## config.mk

```make
export PLATFORM = sky130hd
export DESIGN_NAME = hazard_stall_controller
export DESIGN_NICKNAME = d
export VERILOG_FILES = /design/src/rtl/hazard_stall_controller.sv
export SDC_FILE = /design/constraint.sdc
export NUM_CORES = 1
export LEC_CHECK = 0
export CORE_MARGIN = 4
export CORE_UTILIZATION = 45
export DETAILED_ROUTE_END_ITERATION = 7
export DONT_BUFFER_PORTS = 1
export GPL_TIMING_DRIVEN = 1
export PLACE_DENSITY = 0.6
export SYNTH_ARGS = -nofsm -noshare
export SYNTH_HDL_FRONTEND = slang
export SYNTH_SLANG_ARGS = --single-unit
```

## constraint.sdc

```tcl
create_clock -name clk -period 3.4 [get_ports clk]
set_clock_uncertainty 0.1 [all_clocks]
set_input_delay 0.85 -clock clk [delete_from_list [all_inputs] [get_ports clk]]
set_output_delay 0.85 -clock clk [all_outputs]
set_load 0.1 [all_outputs]
```

## src/rtl/hazard_stall_controller.sv

```systemverilog
// Pipeline sequencing for the 5-stage core: load-use bubbles, branch
// flushes, multi-cycle MDU start/done handshake with watchdog, stall counting.
module hazard_stall_controller #(
    parameter int MDU_TIMEOUT = 64,
    parameter int CNT_W = 32
) (
    input  logic             clk,
    input  logic             reset,
    input  logic [4:0]       id_rs,
    input  logic [4:0]       id_rt,
    input  logic             id_uses_rs,
    input  logic             id_uses_rt,
    input  logic             id_ex_MemRead,
    input  logic [4:0]       id_ex_write_reg,
    input  logic             id_ex_is_mdu,
    input  logic             ex_branch_taken,
    input  logic             mdu_done,
    output logic             pc_write,
    output logic             if_id_write,
    output logic             id_ex_write,
    output logic             if_id_flush,
    output logic             id_ex_flush,
    output logic             ex_mem_flush,
    output logic             mdu_start,
    output logic             mdu_timeout,
    output logic [CNT_W-1:0] stall_cycles
);

    typedef enum logic {
        RUN,
        MDU_WAIT
    } state_t;

    localparam logic [9:0] WAIT_LAST = 10'(MDU_TIMEOUT - 1);

    state_t     state;
    logic [9:0] wait_cnt;
    logic       load_use;
    logic       wait_last;
    logic       release_mdu;

    assign load_use = id_ex_MemRead && (id_ex_write_reg != 5'd0) &&
                      ((id_uses_rs && (id_rs == id_ex_write_reg)) ||
                       (id_uses_rt && (id_rt == id_ex_write_reg)));

    assign wait_last   = (wait_cnt == WAIT_LAST);
    assign release_mdu = (state == MDU_WAIT) && (mdu_done || wait_last);

    always_comb begin
        pc_write     = 1'b1;
        if_id_write  = 1'b1;
        id_ex_write  = 1'b1;
        if_id_flush  = 1'b0;
        id_ex_flush  = 1'b0;
        ex_mem_flush = 1'b0;
        mdu_start    = 1'b0;
        if (reset) begin
            pc_write     = 1'b0;
            if_id_write  = 1'b0;
            id_ex_write  = 1'b0;
            if_id_flush  = 1'b1;
            id_ex_flush  = 1'b1;
            ex_mem_flush = 1'b1;
        end else begin
            case (state)
                RUN: begin
                    if (id_ex_is_mdu) begin
                        mdu_start    = 1'b1;
                        pc_write     = 1'b0;
                        if_id_write  = 1'b0;
                        id_ex_write  = 1'b0;
                        ex_mem_flush = 1'b1;
                    end else if (ex_branch_taken) begin
                        // wrong-path ID instruction: any load-use is moot
                        if_id_flush = 1'b1;
                        id_ex_flush = 1'b1;
                    end else if (load_use) begin
                        pc_write    = 1'b0;
                        if_id_write = 1'b0;
                        id_ex_flush = 1'b1;
                    end
                end
                MDU_WAIT: begin
                    if (!release_mdu) begin
                        pc_write     = 1'b0;
                        if_id_write  = 1'b0;
                        id_ex_write  = 1'b0;
                        ex_mem_flush = 1'b1;
                    end
                end
                default: ;
            endcase
        end
    end

    always_ff @(posedge clk) begin
        if (reset) begin
            state        <= RUN;
            wait_cnt     <= '0;
            mdu_timeout  <= 1'b0;
            stall_cycles <= '0;
        end else begin
            if (!pc_write && (stall_cycles != {CNT_W{1'b1}})) begin
                stall_cycles <= stall_cycles + 1'b1;
            end
            case (state)
                RUN: begin
                    if (id_ex_is_mdu) begin
                        state    <= MDU_WAIT;
                        wait_cnt <= '0;
                    end
                end
                MDU_WAIT: begin
                    if (mdu_done) begin
                        state <= RUN;
                    end else if (wait_last) begin
                        state       <= RUN;
                        mdu_timeout <= 1'b1;
                    end else begin
                        wait_cnt <= wait_cnt + 10'd1;
                    end
                end
                default: state <= RUN;
            endcase
        end
    end

endmodule

```

==> results of run 1 <==
-- metal layers --
layer | GRT usage [%] | part of all wire, %
met3 | 5.857 | 6.9
met5 | 0 | 0
met1 | 25.78 | 47
met4 | 5.150 | 1.4
met2 | 30.37 | 45
-- registers in the layout (all words and copies together), names as in the netlist --
name,flops
state,1
wait_cnt,10
mdu_timeout,1
stall_cycles,32
-- synth_stat cells, drive strengths merged, types with 3 or more instances --
master,n
a21oi,30
and2,4
and3,7
and4,3
buf,8
clkbuf,9
dfxtp,44
inv,9
nand2,18
nand3,20
nand4,17
nor2,18
nor2b,4
nor3,7
nor4,7
o21ai,25
o31ai,8
or3,19
or4,11
xnor2,14
-- where the power goes --
group | leakage (µW) | switching, µW | internal, µW
sequential | 0.000355 | 3.67 | 519
clock | 0.0000510 | 177 | 162
combinational | 0.000593 | 110 | 37.8
total | 0.000999 | 291 | 720
-- cell type report --
cell class,count,area [µm²]
Fill cell,500,2313
Multi-Input combinational cell,234,1496
Sequential cell,44,880.8
Timing Repair Buffer,40,325.3
Tap cell,70,87.58
Clock buffer,6,82.58
Inverter,9,41.29
Clock inverter,2,10.01
-- cells by family after synthesis --
kind of cell / Yosys count
flip-flops: 44
AO/OA/AOI/OAI: 74
multiplexers: 2
AND/OR/NAND/NOR: 141
buffers and inverters: 26
XOR/XNOR: 15
adder cells (fa/ha/maj): 2
-- path summary, 6_finish.rpt --
check        slack, ns  cells after the start                from                to
min reg2reg       0.38                      2         wait_cnt[1]       wait_cnt[1]
max reg2reg       0.81                      9         wait_cnt[4]  stall_cycles[26]
max               0.32                      5  id_ex_write_reg[1]       if_id_write
min               0.38                      2         wait_cnt[1]       wait_cnt[1]
-- worst register-to-register path, stage by stage (launching register included) --
cell and delay, ns:
dfxtp_1 0.34, and4_1 0.28, a31oi_4 0.28, nor2_4 0.09, inv_8 0.17, a21oi_4 0.06
buf_12 0.23, buf_12 0.21, nor4_1 0.38, mux2_1 0.35
-- metrics by stage --
stage          TNS (ns)  cell area, µm²  utilization, %  hold slack (ns)
2_1_floorplan   -0.6291            2545               -           0.3491
3_3_place_gp          0            2831           54.06           0.3597
3_5_place_dp          0            2831           54.06           0.3650
4_1_cts               0            2924           55.83           0.3761
5_1_grt               0            2924           55.83           0.4175
6_report              0            2924           55.83           0.3751
==> results.yml, run 1 <==
yosys:
  ys.flop_type: "dfxtp_1"
  syn_avg_cell_area_um2: 8.207
  synthMuxAreaShare_pct: 0.8526
  synth_area_um2: 2495
  synth_seq_area_share_pct: 35.31
  yosys.cell_types.count: 49
  synth_compound_area_share_pct: 18.10
  synth_area_leader_cell: "dfxtp_1"
  synth-edff-count: 0
  synth-adder-area-share_pct: 1.003
  synthXorXnorAreaFrac_pct: 5.266
  ys_ff_latch: 44
  synth.top_cell.area_share_pct: 35.31
  synth_top_family_by_area: "simple AND/OR/NAND/NOR gates"
  ys_warn_count: 0
  syn_inst: 304
  synth_nets: 329
  synth_async_sr_flop_share_pct: 0
  synth-simple-area-share_pct: 34.15
  synth.area.top_cells: "dfxtp_1, a21oi_1, xnor2_1"
worst_setup_path:
  cp-start-kind: "input pin"
  cp_cell_sequence: "or4_1 -> o21ai_1 -> nor3_1 -> a21oi_4 -> buf_12"
  cp.arrival_ns: 2.13
  cpMaxStageDelayCell: "or4_1"
  path_max_fanout: 5
  cp.buffers_inverters: 1
  critPathRequiredTime_ns: 2.45
  critPathTopFamily: "simple AND/OR/NAND/NOR gates"
  end_kind: "primary output"
  worstSetupPathType: "input pin to primary output"
  critPathMaxStageDelay_ns: 0.51
sta:
  rsz0062_at_grt: "no"
  setup_ws_ns: 0.3175
  setup_viol: 0
  hold_violations: 0
  period_share_pct: 90.66
  slew_viol_final: 0
  max_freq_mhz: 324.4
  worst_pin_slew_ns: 0.9531
  min_period_ns: 3.083
  timing.slew.headroom_pct: 36.38
power:
  power_density_nw_per_um2: 345.4
  ir_drop_mv: 0.1877
  p_leak_uw: 0.0009987
  power_uw: 1010
placed_design:
  gp_congestion: 0.7652
  numPortBuffers: 0
  dp_hpwl_um: 4532
  dp.cells: 397
  pre_cts_slack_ns: 0.3058
flow_run:
  drv_cap: 0
global_routing:
  grt_usage_pct: 19.38
  grt_max_degree: 56
  antenna_found_initial: 0
  grt_pass1_vias: 2247
  overflow: 0
  grt_pass1_wl_um: 10400
clocking:
  clkLatencyLatePin_ns: 0.29
  postCtsHoldBufs: 0
  cts-root-buf: "clkbuf_8"
  htreeDepth: 2
  cts_buffers: 5
  clock-sinks: 44
  clk_pin_slew_ns: 0.08
  postCtsSetupBuffers: 0
  clockBufferDepth: 2
  cts_resized: 0
  cts_tree: "built"
final_layout:
  final_common_cell: "dfxtp_1"
  instances_no_fill: 405
  areaGrowthSynthToFinish_pct: 17.20
  final_nets: 359
  drive_gt1_share_pct: 18.81
  final_cell_mix: "dfxtp_1, buf_4, a21oi_1"
  diodes: 0
floorplan:
  core_um2: 5238
  io_pins: 63
  start_util_pct: 47.63
  die_w_um: 82.46
  num_rows: 26
  die_area_um2: 6800
  dieHeight_um: 82.46
run_status:
  status: "finished, final reports clean"
routing:
  via_count: 2347
  drtPass1Iterations: 5
  drt_iter0_markers: 136
  wire_per_inst_um: 15.21
  drc: 0
  ant_nets: 0
  routed_wl_um: 6159
  via_per_inst: 5.795
hold_path:
  hold_path.class: "register to register"
Note: power is estimated with default switching activity, not from simulation.
==> run 2, diff against run 1 <==
--- a/config.mk
+++ b/config.mk
@@ -10,7 +10,7 @@
 export DETAILED_ROUTE_END_ITERATION = 7
 export DONT_BUFFER_PORTS = 1
 export GPL_TIMING_DRIVEN = 1
-export PLACE_DENSITY = 0.6
+export PLACE_DENSITY = 0.62
 export SYNTH_ARGS = -nofsm -noshare
 export SYNTH_HDL_FRONTEND = slang
 export SYNTH_SLANG_ARGS = --single-unit
==> constraint.sdc (replaced) <==
create_clock -name clk -period 2.6 [get_ports clk]
set_clock_uncertainty 0.1 [all_clocks]
set_input_delay 0.65 -clock clk [delete_from_list [all_inputs] [get_ports clk]]
set_output_delay 0.65 -clock clk [all_outputs]
set_load 0.1 [all_outputs]
==> results.yml, run 2 (synthesized netlist as in run 1, its figures left out) <==
final_layout:
  largestRegisters: "stall_cycles x32, wait_cnt x10"
  largest_reg_flops: 32
  final_common_cell: "buf_4"
  multi_input_area_um2: 1543
  final_cell_mix: "buf_4, dfxtp_1, a21oi_1"
  fillerInstances: 504
  top_register: "stall_cycles"
  seq_area_um2: 897.1
  fin_util_pct: 58.89
  final_nets: 372
  areaGrowthSynthToFinish_pct: 23.62
  instances_no_fill: 418
  diodes: 0
  drive_gt1_share_pct: 27.30
worst_setup_path:
  critPathRequiredTime_ns: 1.85
  cp-start-kind: "input pin"
  worstSetupPathType: "input pin to primary output"
  r2r-start: "wait_cnt[9]"
  rr_worst_depth: 9
  r2r_setup_slack_ns: 0.39
  worstReg2RegEnd: "stall_cycles[8]"
  cp.arrival_ns: 1.83
  path_max_fanout: 6
  end_kind: "primary output"
sta:
  setup_viol: 0
  hold_violations: 0
  timing.slew.headroom_pct: 60.05
  slew_viol_final: 0
  max_freq_mhz: 387.6
  worst_pin_slew_ns: 0.5930
  min_period_ns: 2.580
  period_share_pct: 99.24
  rsz0062_at_grt: "yes"
  setup_ws_ns: 0.01980
placed_design:
  numPortBuffers: 0
  dp.cells: 410
  dp_hpwl_um: 4603
  gp_congestion: 0.7720
  pre_cts_slack_ns: -0.07803
floorplan:
  die_area_um2: 6800
  dieHeight_um: 82.46
  core_um2: 5238
  die_w_um: 82.46
  num_rows: 26
  io_pins: 63
  start_util_pct: 47.63
hold_path:
  hold_path.class: "input pin to register"
  whs_endpoint: "stall_cycles[22]"
  hold_path_startpoint: "reset"
  holdPathStages: 1
global_routing:
  grt_pass1_vias: 2211
  grt_max_degree: 42
  overflow: 0
  grt_usage_pct: 18.64
  antenna_found_initial: 0
  grt_pass1_wl_um: 10090
routing:
  routed_wl_um: 6082
  via_per_inst: 5.696
  via_count: 2381
  drt_iter0_markers: 147
  drtPass1Iterations: 4
  drc: 0
  wire_per_inst_um: 14.55
  ant_nets: 0
clocking:
  clk_pin_slew_ns: 0.08
  clockBufferDepth: 2
  clock-sinks: 44
  clkLatencyLatePin_ns: 0.30
  cts_buffers: 5
  cts_tree: "built"
  postCtsHoldBufs: 0
  cts-root-buf: "clkbuf_8"
  htreeDepth: 2
power:
  ir_drop_mv: 0.3015
  power_density_nw_per_um2: 433.4
  p_leak_uw: 0.001075
run_status:
  status: "finished, final reports clean"
flow_run:
  drv_cap: 0
[run 2: changes by cell type in the layout (fill, tap and decap cells not counted), sizes merged]
cell and change:
clkbuf -1, clkinv -1, buf +13, clkinvlp +2
[run 2: power by group]
group	switching (µW)	total, µW	internal, µW
combinational	144	207	62.3
sequential	7.97	688	680
clock	251	442	191
total	404	1340	933
[run 2: per-layer routing]
layer | wire length (µm) | vias to the layer above | GRT usage, %
met2 | 2708 | 61 | 29.81
li1 | - | 1216 | -
met1 | 2889 | 1102 | 23.94
met4 | 21 | 0 | 3.987
met5 | 0 | - | 0
met3 | 461 | 2 | 6.833
[run 2: worst max path at each step]
stage	from	end	slack, ns	cells after the start
3_3_place_gp	id_ex_write_reg[1]	pc_write	-0.02	5
3_5_place_dp	id_ex_write_reg[1]	stall_cycles[8]	-0.08	8
2_1_floorplan	id_ex_is_mdu	pc_write	-0.81	9
5_1_grt	id_ex_write_reg[1]	pc_write	-0.005	5
6_report	id_ex_write_reg[1]	pc_write	0.02	5
4_1_cts	id_ex_write_reg[1]	pc_write	-0.02	5
[run 2: cell type report]
type | instances | share of cell area [%]
Multi-Input combinational cell | 234 | 50.02
Sequential cell | 44 | 29.09
Timing Repair Buffer | 53 | 13.71
Tap cell | 70 | 2.840
Clock buffer | 5 | 2.231
Inverter | 9 | 1.339
Clock inverter | 3 | 0.7708
[run 2: worst max-delay path: stages]
cell     delay [ns]
or4_4          0.52
o21ai_4        0.17
nor3_4         0.06
a21oi_4        0.19
buf_12         0.22
[run 2: stage by stage]
step / power, µW / cell area, µm² / TNS, ns / hold slack [ns]
floorplan: 884.7 / 2572 / -7.395 / 0.3491
global placement: 904.4 / 2953 / -0.04582 / 0.3549
detailed placement: 907.1 / 2953 / -0.3332 / 0.3661
CTS: 1342 / 3055 / -0.01774 / 0.2979
global route: 1382 / 3084 / -0.004704 / 0.2846
finish: 1337 / 3084 / 0 / 0.3081
[run 2: what timing repair did]
action | CTS | global route
endpoints found under the setup margin | 2 | 3
pin swaps | 1 | 2
buffers inserted | 0 | 0
cloned | 0 | 0
gates resized for setup | 3 | 8
==> run 3, diff against run 2 <==
--- a/config.mk
+++ b/config.mk
@@ -5,7 +5,6 @@
 export SDC_FILE = /design/constraint.sdc
 export NUM_CORES = 1
 export LEC_CHECK = 0
-export CORE_MARGIN = 4
 export CORE_UTILIZATION = 45
 export DETAILED_ROUTE_END_ITERATION = 7
 export DONT_BUFFER_PORTS = 1
==> results.yml, run 3 (synthesized netlist as in run 1, its figures left out) <==
flow_run:
  drv_cap: 0
floorplan:
  core_um2: 5238
  die_area_um2: 5846
  num_rows: 26
  start_util_pct: 47.63
  dieHeight_um: 76.46
  die_w_um: 76.46
  io_pins: 63
final_layout:
  largestRegisters: "stall_cycles x32, wait_cnt x10"
  largest_reg_flops: 32
  areaGrowthSynthToFinish_pct: 22.02
  diodes: 0
  final_common_cell: "buf_4"
  final_cell_area_um2: 3044
  top_register: "stall_cycles"
  final_nets: 371
  fin_util_pct: 58.12
  drive_gt1_share_pct: 25.36
  fillerInstances: 487
  final_cell_mix: "buf_4, dfxtp_1, a21oi_1"
routing:
  ant_nets: 0
  drtPass1Iterations: 4
  drt_iter0_markers: 160
  via_count: 2419
  drc: 0
  wire_per_inst_um: 14.60
  routed_wl_um: 6088
  via_per_inst: 5.801
global_routing:
  overflow: 0
  grt_pass1_vias: 2134
  grt_max_degree: 42
  antenna_found_initial: 0
  grt_pass1_wl_um: 10190
  grt_usage_pct: 21.20
clocking:
  postCtsHoldBufs: 0
  htreeDepth: 2
  clk_pin_slew_ns: 0.08
  cts_tree: "built"
  clock-sinks: 44
  cts-root-buf: "clkbuf_8"
  clkLatencyLatePin_ns: 0.29
  cts_buffers: 5
  clockBufferDepth: 2
power:
  ir_drop_mv: 0.2679
  power_density_nw_per_um2: 437.4
  p_leak_uw: 0.001068
placed_design:
  dp_hpwl_um: 4510
  gp_congestion: 0.7543
  pre_cts_slack_ns: -0.1073
  place_area_um2: 2918
  numPortBuffers: 0
worst_setup_path:
  r2r-start: "stall_cycles[0]"
  cp-start-kind: "input pin"
  critPathRequiredTime_ns: 1.85
  path_max_fanout: 3
  cp.arrival_ns: 1.89
  startpoint: "id_ex_write_reg[1]"
  end_kind: "primary output"
  worstSetupPathType: "input pin to primary output"
sta:
  slew_viol_final: 0
  setup_ws_ns: -0.04291
  rsz0062_at_grt: "yes"
  hold_violations: 0
  max_freq_mhz: 378.4
  min_period_ns: 2.643
  hold_ws_ns: 0.3156
  tns_ns: -0.08296
  worst_pin_slew_ns: 0.5704
  setup_viol: 2
  timing.slew.headroom_pct: 61.57
  period_share_pct: 101.7
run_status:
  violations: "negative setup slack"
  status: "complete, but fails checks"
hold_path:
  hold_path.class: "input pin to register"
  hold_path_startpoint: "reset"
-- run 3: changes by cell type in the layout (fill, tap and decap cells not counted), sizes merged --
cell | previous run | this run
clkbuf | 5 | 8
clkinvlp | 2 | 0
buf | 53 | 52
clkinv | 1 | 0
-- run 3: layout make-up --
cell class                      count  area (µm²)  area share [%]
Clock buffer                        8       90.09           2.959
Inverter                            9       41.29           1.356
Multi-Input combinational cell    234        1528           50.19
Sequential cell                    44       894.6           29.39
Tap cell                           70       87.58           2.877
Timing Repair Buffer               52       402.9           13.23
-- run 3: final timing paths --
| check | to | slack, ns | cells past startpoint |
|---|---|---|---|
| setup reg to reg | stall_cycles[26] | 0.29 | 7 |
| hold reg to reg | wait_cnt[5] | 0.39 | 2 |
| hold / removal | stall_cycles[22] | 0.32 | 1 |
| setup / recovery | if_id_write | -0.04 | 5 |
-- run 3: repair_timing --
item | CTS | global route
setup buffers | 1 | 1
pin swaps | 3 | 0
endpoints found under the setup margin | 2 | 2
gates resized for setup | 3 | 2
-- run 3: metrics by stage --
stage                     power, µW  instances
after floorplan               884.7        304
after global placement        897.2        407
after detailed placement      899.3        407
after CTS                      1338        416
after global routing           1379        417
final                          1331        417
-- run 3: power by group --
part	internal, µW	switching, µW
Combinational	57.6	143
Sequential	680	8.02
Clock	217	226
-- run 3: worst max-delay path, cell delays in order --
cell and delay (ns):
or4_4 0.53, o21ai_4 0.15, nor3_2 0.07, a21oi_4 0.21, buf_12 0.28
-- run 3: per-layer routing --
layer / vias to the layer above / share of wire (%) / track usage, %
li1: 1208 / - / -
met1: 1141 / 47 / 27.97
met2: 64 / 46 / 33.60
met3: 6 / 5.7 / 6.108
met4: 0 / 0.72 / 5.769
met5: - / 0 / 0
